### src/rtl/board_clk_rst_ctrl_if.sv
// Board-side signal bundle of the clock/reset front end.
// Raw button/switch in; divided clock, SoC reset, fetch enable and debug state out.
interface board_clk_rst_ctrl_if;
    logic       rst_btn_n_i;
    logic       fetch_sw_i;
    logic       usr_clk_o;
    logic       usr_clk_rise_o;
    logic       soc_rst_n_o;
    logic       fetch_enable_o;
    logic [1:0] state_o;

    modport master (
        input  rst_btn_n_i,
        input  fetch_sw_i,
        output usr_clk_o,
        output usr_clk_rise_o,
        output soc_rst_n_o,
        output fetch_enable_o,
        output state_o
    );

    modport slave (
        output rst_btn_n_i,
        output fetch_sw_i,
        input  usr_clk_o,
        input  usr_clk_rise_o,
        input  soc_rst_n_o,
        input  fetch_enable_o,
        input  state_o
    );
endinterface

### src/rtl/board_clk_rst_ctrl.sv
// Board clock/reset front end: sync+debounce of button/switch, clock divider,
// stretched SoC reset released on a usr_clk fall, delayed fetch enable.
// Ports: clk, rst_n (sync, active low), bus (board_clk_rst_ctrl_if.master).
module board_clk_rst_ctrl #(
    parameter int DIV_HALF        = 2,
    parameter int DEBOUNCE_CYCLES = 500000,
    parameter int RST_STRETCH     = 16,
    parameter int FETCH_DELAY     = 8
) (
    input  logic                        clk,
    input  logic                        rst_n,
    board_clk_rst_ctrl_if.master        bus
);

    typedef enum logic [1:0] {
        HOLD       = 2'd0,
        STRETCH    = 2'd1,
        WAIT_FETCH = 2'd2,
        RUN        = 2'd3
    } state_t;

    localparam int VW   = (DIV_HALF > 1) ? $clog2(DIV_HALF) : 1;
    localparam int DW   = (DEBOUNCE_CYCLES > 1) ? $clog2(DEBOUNCE_CYCLES) : 1;
    localparam int EMAX = (RST_STRETCH > FETCH_DELAY) ? RST_STRETCH : FETCH_DELAY;
    localparam int EW   = $clog2(EMAX + 1);

    localparam logic [VW-1:0] DIV_LAST = VW'(DIV_HALF - 1);
    localparam logic [DW-1:0] DB_LAST  = DW'(DEBOUNCE_CYCLES - 1);
    localparam logic [EW-1:0] STR_N    = EW'(RST_STRETCH);
    localparam logic [EW-1:0] FET_N    = EW'(FETCH_DELAY);

    logic          btn_s1, btn_s2, sw_s1, sw_s2;
    logic [DW-1:0] btn_cnt_q, btn_cnt_d, sw_cnt_q, sw_cnt_d;
    logic          btn_db_q, btn_db_d, sw_db_q, sw_db_d;
    logic [VW-1:0] div_q;
    logic          usr_clk_q, rise_q;
    logic          tick, rise_evt, fall_evt;
    state_t        state_q, state_d;
    logic [EW-1:0] ecnt_q, ecnt_d;
    logic          soc_rst_q, soc_rst_d;
    logic          fen_q, fen_d;

    // Debouncers: accept a new level after DEBOUNCE_CYCLES differing cycles.
    always_comb begin
        btn_cnt_d = btn_cnt_q;
        btn_db_d  = btn_db_q;
        if (btn_s2 == btn_db_q) begin
            btn_cnt_d = '0;
        end else if (btn_cnt_q == DB_LAST) begin
            btn_db_d  = btn_s2;
            btn_cnt_d = '0;
        end else begin
            btn_cnt_d = btn_cnt_q + DW'(1);
        end
    end

    always_comb begin
        sw_cnt_d = sw_cnt_q;
        sw_db_d  = sw_db_q;
        if (sw_s2 == sw_db_q) begin
            sw_cnt_d = '0;
        end else if (sw_cnt_q == DB_LAST) begin
            sw_db_d  = sw_s2;
            sw_cnt_d = '0;
        end else begin
            sw_cnt_d = sw_cnt_q + DW'(1);
        end
    end

    assign tick     = (div_q == DIV_LAST);
    assign rise_evt = tick & ~usr_clk_q;
    assign fall_evt = tick & usr_clk_q;

    // The FSM looks at the debouncer's next value so a button change acts
    // in the same cycle it is accepted.
    always_comb begin
        state_d   = state_q;
        ecnt_d    = ecnt_q;
        soc_rst_d = soc_rst_q;
        fen_d     = fen_q;
        unique case (state_q)
            HOLD: begin
                soc_rst_d = 1'b0;
                fen_d     = 1'b0;
                if (btn_db_d) begin
                    state_d = STRETCH;
                    ecnt_d  = '0;
                end
            end
            STRETCH: begin
                if (fall_evt && ecnt_q >= STR_N) begin
                    state_d   = WAIT_FETCH;
                    soc_rst_d = 1'b1;
                    ecnt_d    = '0;
                end else if (rise_evt && ecnt_q != '1) begin
                    ecnt_d = ecnt_q + EW'(1);
                end
            end
            WAIT_FETCH: begin
                if (fall_evt && ecnt_q >= FET_N) begin
                    state_d = RUN;
                end else if (rise_evt && ecnt_q != '1) begin
                    ecnt_d = ecnt_q + EW'(1);
                end
            end
            RUN: begin
                fen_d = sw_db_q;
            end
        endcase
        if (!btn_db_d) begin
            state_d   = HOLD;
            soc_rst_d = 1'b0;
            fen_d     = 1'b0;
            ecnt_d    = '0;
        end
    end

    always_ff @(posedge clk) begin
        if (!rst_n) begin
            btn_s1    <= 1'b0;
            btn_s2    <= 1'b0;
            sw_s1     <= 1'b0;
            sw_s2     <= 1'b0;
            btn_cnt_q <= '0;
            sw_cnt_q  <= '0;
            btn_db_q  <= 1'b0;
            sw_db_q   <= 1'b0;
            div_q     <= '0;
            usr_clk_q <= 1'b0;
            rise_q    <= 1'b0;
            state_q   <= HOLD;
            ecnt_q    <= '0;
            soc_rst_q <= 1'b0;
            fen_q     <= 1'b0;
        end else begin
            btn_s1    <= bus.rst_btn_n_i;
            btn_s2    <= btn_s1;
            sw_s1     <= bus.fetch_sw_i;
            sw_s2     <= sw_s1;
            btn_cnt_q <= btn_cnt_d;
            sw_cnt_q  <= sw_cnt_d;
            btn_db_q  <= btn_db_d;
            sw_db_q   <= sw_db_d;
            div_q     <= tick ? '0 : div_q + VW'(1);
            usr_clk_q <= usr_clk_q ^ tick;
            rise_q    <= rise_evt;
            state_q   <= state_d;
            ecnt_q    <= ecnt_d;
            soc_rst_q <= soc_rst_d;
            fen_q     <= fen_d;
        end
    end

    assign bus.usr_clk_o      = usr_clk_q;
    assign bus.usr_clk_rise_o = rise_q;
    assign bus.soc_rst_n_o    = soc_rst_q;
    assign bus.fetch_enable_o = fen_q;
    assign bus.state_o        = state_q;

endmodule

### src/flat_wrapper.sv
// flat-port wrapper written by rule: the top's interface ports become plain ports
module board_clk_rst_ctrl_flat 
#(
    parameter int DIV_HALF        = 2,
    parameter int DEBOUNCE_CYCLES = 500000,
    parameter int RST_STRETCH     = 16,
    parameter int FETCH_DELAY     = 8
)
  (clk, rst_n, bus_rst_btn_n_i, bus_fetch_sw_i, bus_usr_clk_o, bus_usr_clk_rise_o, bus_soc_rst_n_o, bus_fetch_enable_o, bus_state_o);
  board_clk_rst_ctrl_if bus_i ();
  input  logic clk;
  input  logic rst_n;
  input wire logic [$bits(bus_i.rst_btn_n_i)-1:0] bus_rst_btn_n_i;
  input wire logic [$bits(bus_i.fetch_sw_i)-1:0] bus_fetch_sw_i;
  output wire logic [$bits(bus_i.usr_clk_o)-1:0] bus_usr_clk_o;
  output wire logic [$bits(bus_i.usr_clk_rise_o)-1:0] bus_usr_clk_rise_o;
  output wire logic [$bits(bus_i.soc_rst_n_o)-1:0] bus_soc_rst_n_o;
  output wire logic [$bits(bus_i.fetch_enable_o)-1:0] bus_fetch_enable_o;
  output wire logic [$bits(bus_i.state_o)-1:0] bus_state_o;
  assign bus_i.rst_btn_n_i = bus_rst_btn_n_i;
  assign bus_i.fetch_sw_i = bus_fetch_sw_i;
  assign bus_usr_clk_o = bus_i.usr_clk_o;
  assign bus_usr_clk_rise_o = bus_i.usr_clk_rise_o;
  assign bus_soc_rst_n_o = bus_i.soc_rst_n_o;
  assign bus_fetch_enable_o = bus_i.fetch_enable_o;
  assign bus_state_o = bus_i.state_o;
  board_clk_rst_ctrl #(.DIV_HALF(DIV_HALF), .DEBOUNCE_CYCLES(DEBOUNCE_CYCLES), .RST_STRETCH(RST_STRETCH), .FETCH_DELAY(FETCH_DELAY)) u_core (.clk(clk), .rst_n(rst_n), .bus(bus_i));
endmodule
### config.mk
export PLATFORM = sky130hd
export DESIGN_NAME = board_clk_rst_ctrl_flat
export DESIGN_NICKNAME = d
export VERILOG_FILES = /design/src/rtl/board_clk_rst_ctrl_if.sv /design/src/rtl/board_clk_rst_ctrl.sv /design/src/flat_wrapper.sv
export SDC_FILE = /design/constraint.sdc
export NUM_CORES = 1
export LEC_CHECK = 0
export ABC_AREA = 0
export CAP_MARGIN = 10
export CELL_PAD_IN_SITES_DETAIL_PLACEMENT = 2
export CELL_PAD_IN_SITES_GLOBAL_PLACEMENT = 2
export CORE_MARGIN = 10
export CORE_UTILIZATION = 39
export CTS_BUF_LIST = sky130_fd_sc_hd__clkbuf_4
export CTS_CLUSTER_DIAMETER = 200
export DETAILED_ROUTE_END_ITERATION = 6
export HOLD_SLACK_MARGIN = 0.08
export PLACE_DENSITY_LB_ADDON = 0.1
export SLEW_MARGIN = 20
export SYNTH_ARGS = -nofsm -noshare
export SYNTH_HDL_FRONTEND = slang
export SYNTH_SLANG_ARGS = --single-unit
export TNS_END_PERCENT = 100
### constraint.sdc
create_clock -name clk -period 2.05 [get_ports clk]
set_input_delay 0.615 -clock clk [delete_from_list [all_inputs] [get_ports clk]]
set_output_delay 0.615 -clock clk [all_outputs]
set_load 0.005 [all_outputs]
==> qor.csv <==
stage;metric;value;unit
clock_tree;CTS Buf Count;5;
cells_and_area;ant diodes;0;
synthesis;Cells after Synth;279;
floorplan;Core Box Area;6030;um^2
clock_tree;Max Buffers Root-to-Sink;2;
drt;vias per cell;5.07;
worst_setup_path;worst reg-to-reg setup slack;0.16;ns
worst_setup_path;Worst Path Required;1.43;ns
worst_setup_path;WP buf/inv;1;
clock_tree;CTS Sinks;56;
clock_tree;Clock Latency Late Sink;0.38;ns
worst_setup_path;worst reg2reg path depth;6;
cells_and_area;final instance area;2760;um^2
placed_design;DPL Wire Length;3970;um
floorplan;Die X-Extent;99.6;um
placed_design;Placement Cell Area;2690;um^2
clock_tree;clk root buf;clkbuf_4;
worst_setup_path;worst stage delay on the critical path;0.53;ns
timing;minimum clock period;1.91;ns
drt;initial detailed-routing violation count;32;
synthesis;Syn Std Cell Area;2470;um^2
cells_and_area;commonest non-fill, non-tap cell in the layout;nor2_1;
worst_setup_path;Crit. Startpoint;u_core.bus.usr_clk_o$_SDFF_PN0_;
timing;Max Freq;0.523;GHz
power;Pwr Density;587;nW/um^2
placed_design;post-place setup slack;0.0422;ns
floorplan;Initial Util;41.0;%
synthesis;YS warnings;0;
drt;Avg WL per Cell;14.0;um
power;power after layout;1.62;mW
floorplan;I/O pins;10;
cells_and_area;Area growth syn-to-layout;12.0;%
global_route;total track usage;11.2;%
global_route;number of global-route vias before repair;2027;
worst_setup_path;CP Class;reg2out;
min_path;Hold Path Depth;1;
run;maxcap violations;0;
timing;Worst Tran Pin Value;0.330;ns
worst_setup_path;Max Fanout on Critical Path;3;
placed_design;GPL Wtd Cong;0.689;
drt;Pre-antenna DRT Iters;4;
synthesis;Avg Inst Size Synth;8.85;um^2
synthesis;share of the yosys chip area belonging to registers;45.4;%
worst_setup_path;element type at the critical path end;output pin;
global_route;total gr overflow;0;
clock_tree;H-tree Lvls;2;
floorplan;num rows;28;
floorplan;die height;99.6;um
drt;DRT antenna net count;0;
timing;RSZ-0062 raised after global routing;false;
cells_and_area;nets@finish;314;
floorplan;Die Footprint;9910;um^2
synthesis;Netlist cell types;35;
placed_design;port bufs;9;
drt;remaining design rule violation count;0;
clock_tree;Worst-path clk slew;0.16;ns
timing;Final period util;93.3;%
cells_and_area;commonest non-fill, non-tap cells in the layout;nor2_1 (57), dfxtp_1 (54), xnor2_1 (20);
worst_setup_path;Crit-path slowest cell;clkdlybuf4s50_1;
timing;skew final;0.0120;ns
cells_and_area;fillcell total;674;
worst_setup_path;CP cell instances;clkdlybuf4s50_1;
synthesis;Synth Net Count;295;
outcome;outcome;complete, no violations;
cells_and_area;FF/Latch Area;1120;um^2
power;Leakage Power;0.961;nW
power;IR Drop Worst-Case VDD;339;uV
clock_tree;TritonCTS clock tree;built;
worst_setup_path;crit path DAT;1.30;ns
cells_and_area;layout cells sized above 1;9.03;%
global_route;initial antenna violation count;0;
min_path;Hold WC Path Type;reg2reg;
worst_setup_path;crit path launch type;flip-flop;
drt;via count;1898;
timing;setup-violating endpoint count in the final report;0;
clock_tree;Hold-fix buffers, CTS;0;
timing;worst setup margin;0.137;ns
timing;Final Max Tran Viols;0;
drt;DRT Wirelength;5220;um
global_route;first-pass GRT wire length;9380;um
global_route;largest net degree at the start of global routing;18;
synthesis;register bit total from synthesis;56;
clock_tree;PostCTS Resize Cnt;0;
cells_and_area;Multi-input gate area;1290;um^2
timing;final hold violation count;0;
min_path;worst hold endpoint;u_core.btn_s2$_SDFF_PN0_;
timing;setup tns final;0;ns
clock_tree;Post-CTS Setup Bufs;0;
worst_setup_path;RR Startpoint;u_core.bus.state_o[0]$_SDFFE_PN0P_;
timing;Slew Limit Headroom;77.8;%
min_path;Hold Path Origin;u_core.btn_s1$_SDFF_PN0_;
worst_setup_path;Crit path max-delay family;buffers and inverters;
worst_setup_path;worst reg2reg path endpoint;u_core.ecnt_q[3]$_SDFFE_PN0P_;
[cell type report]
class                      instances  area share [%]
inverter                          14            1.90
sequential                        56            40.7
clock inverter                     3           0.498
multi-input combinational        204            46.7
timing repair buffer              17            5.52
tap                               75            3.40
clock buffer                       5            1.36
[synth_stat cells]
cell type	n	area, um^2
a211oi_1	1	7.51
a21boi_0	1	7.51
a21oi_1	2	10.0
a221o_1	1	10.0
a32o_1	1	10.0
a32oi_1	1	8.76
and2_1	5	31.3
and3_1	4	25.0
buf_2	3	15.0
clkbuf_1	2	7.51
dfxtp_1	56	1120
ha_1	12	150
inv_1	14	52.6
mux2_2	1	11.3
mux2i_1	4	40.0
nand2_1	18	67.6
nand2b_1	1	6.26
nand3_1	15	75.1
nand3b_1	1	7.51
nand4_1	11	68.8
nand4b_1	1	8.76
nor2_1	59	221
nor2_2	2	12.5
nor2b_1	4	25.0
nor3_1	4	20.0
nor3b_1	1	7.51
nor4_1	5	31.3
nor4b_1	1	8.76
nor4bb_1	1	10.0
o211ai_1	1	7.51
o21ai_0	2	10.0
or2_2	3	18.8
or3_1	2	12.5
xnor2_1	20	175
xor2_1	19	166
[logic make-up after synthesis]
| group | Yosys count | synth area share, % |
|---|---|---|
| AOI/OAI and AO/OA | 10 | 2.89 |
| and+or+nand+nor | 138 | 26.7 |
| DFF | 56 | 45.4 |
| buffers and inverters | 19 | 3.04 |
| muxes | 5 | 2.08 |
| adders and majority gates | 12 | 6.08 |
| xor gates and xnor gates | 39 | 13.8 |
[registers in the layout, summed over array words and instances (netlist names)]
name                       count
u_core.sw_db_q                 1
u_core.btn_s1                  1
u_core.div_q                   1
u_core.ecnt_q                  5
u_core.bus.state_o             2
u_core.sw_s2                   1
u_core.sw_s1                   1
u_core.sw_cnt_q               19
u_core.bus.usr_clk_o           1
u_core.bus.fetch_enable_o      1
u_core.btn_cnt_q              19
u_core.btn_db_q                1
u_core.bus.soc_rst_n_o         1
u_core.bus.usr_clk_rise_o      1
u_core.btn_s2                  1
[worst max path at each step]
| stage | end | slack, ns | depth (start not counted) |
|---|---|---|---|
| after CTS | bus_state_o[0] | 0.01 | 2 |
| after global placement | u_core.ecnt_q[2]$_SDFFE_PN0P_ | 0.09 | 5 |
| final | bus_usr_clk_o | 0.14 | 1 |
| after global routing | u_core.bus.state_o[0]$_SDFFE_PN0P_ | 0.02 | 5 |
| after detailed placement | u_core.ecnt_q[3]$_SDFFE_PN0P_ | 0.04 | 5 |
| after floorplan | u_core.sw_cnt_q[16]$_SDFF_PP0_ | 0.24 | 7 |
[stage by stage]
stage               hold WS [ns]  utilization (%)  instances
floorplan                  0.412                -        279
global placement           0.416             44.6        366
detailed placement         0.427             44.6        366
CTS                        0.463             45.5        374
global route               0.478             45.9        374
finish                     0.459             45.9        374
[routing by layer]
layer	part of all wire, %	track usage, %	up-vias
met3	3.8	3.60	6
li1	-	-	959
met2	46	18.2	17
met1	49	13.7	916
met5	0	0	-
met4	0.92	3.31	0
[where the power goes]
group          switching, mW  internal [mW]
clock network          0.343          0.127
logic                 0.0231         0.0247
registers            0.00584           1.10
(Power assumes the default switching activity.)
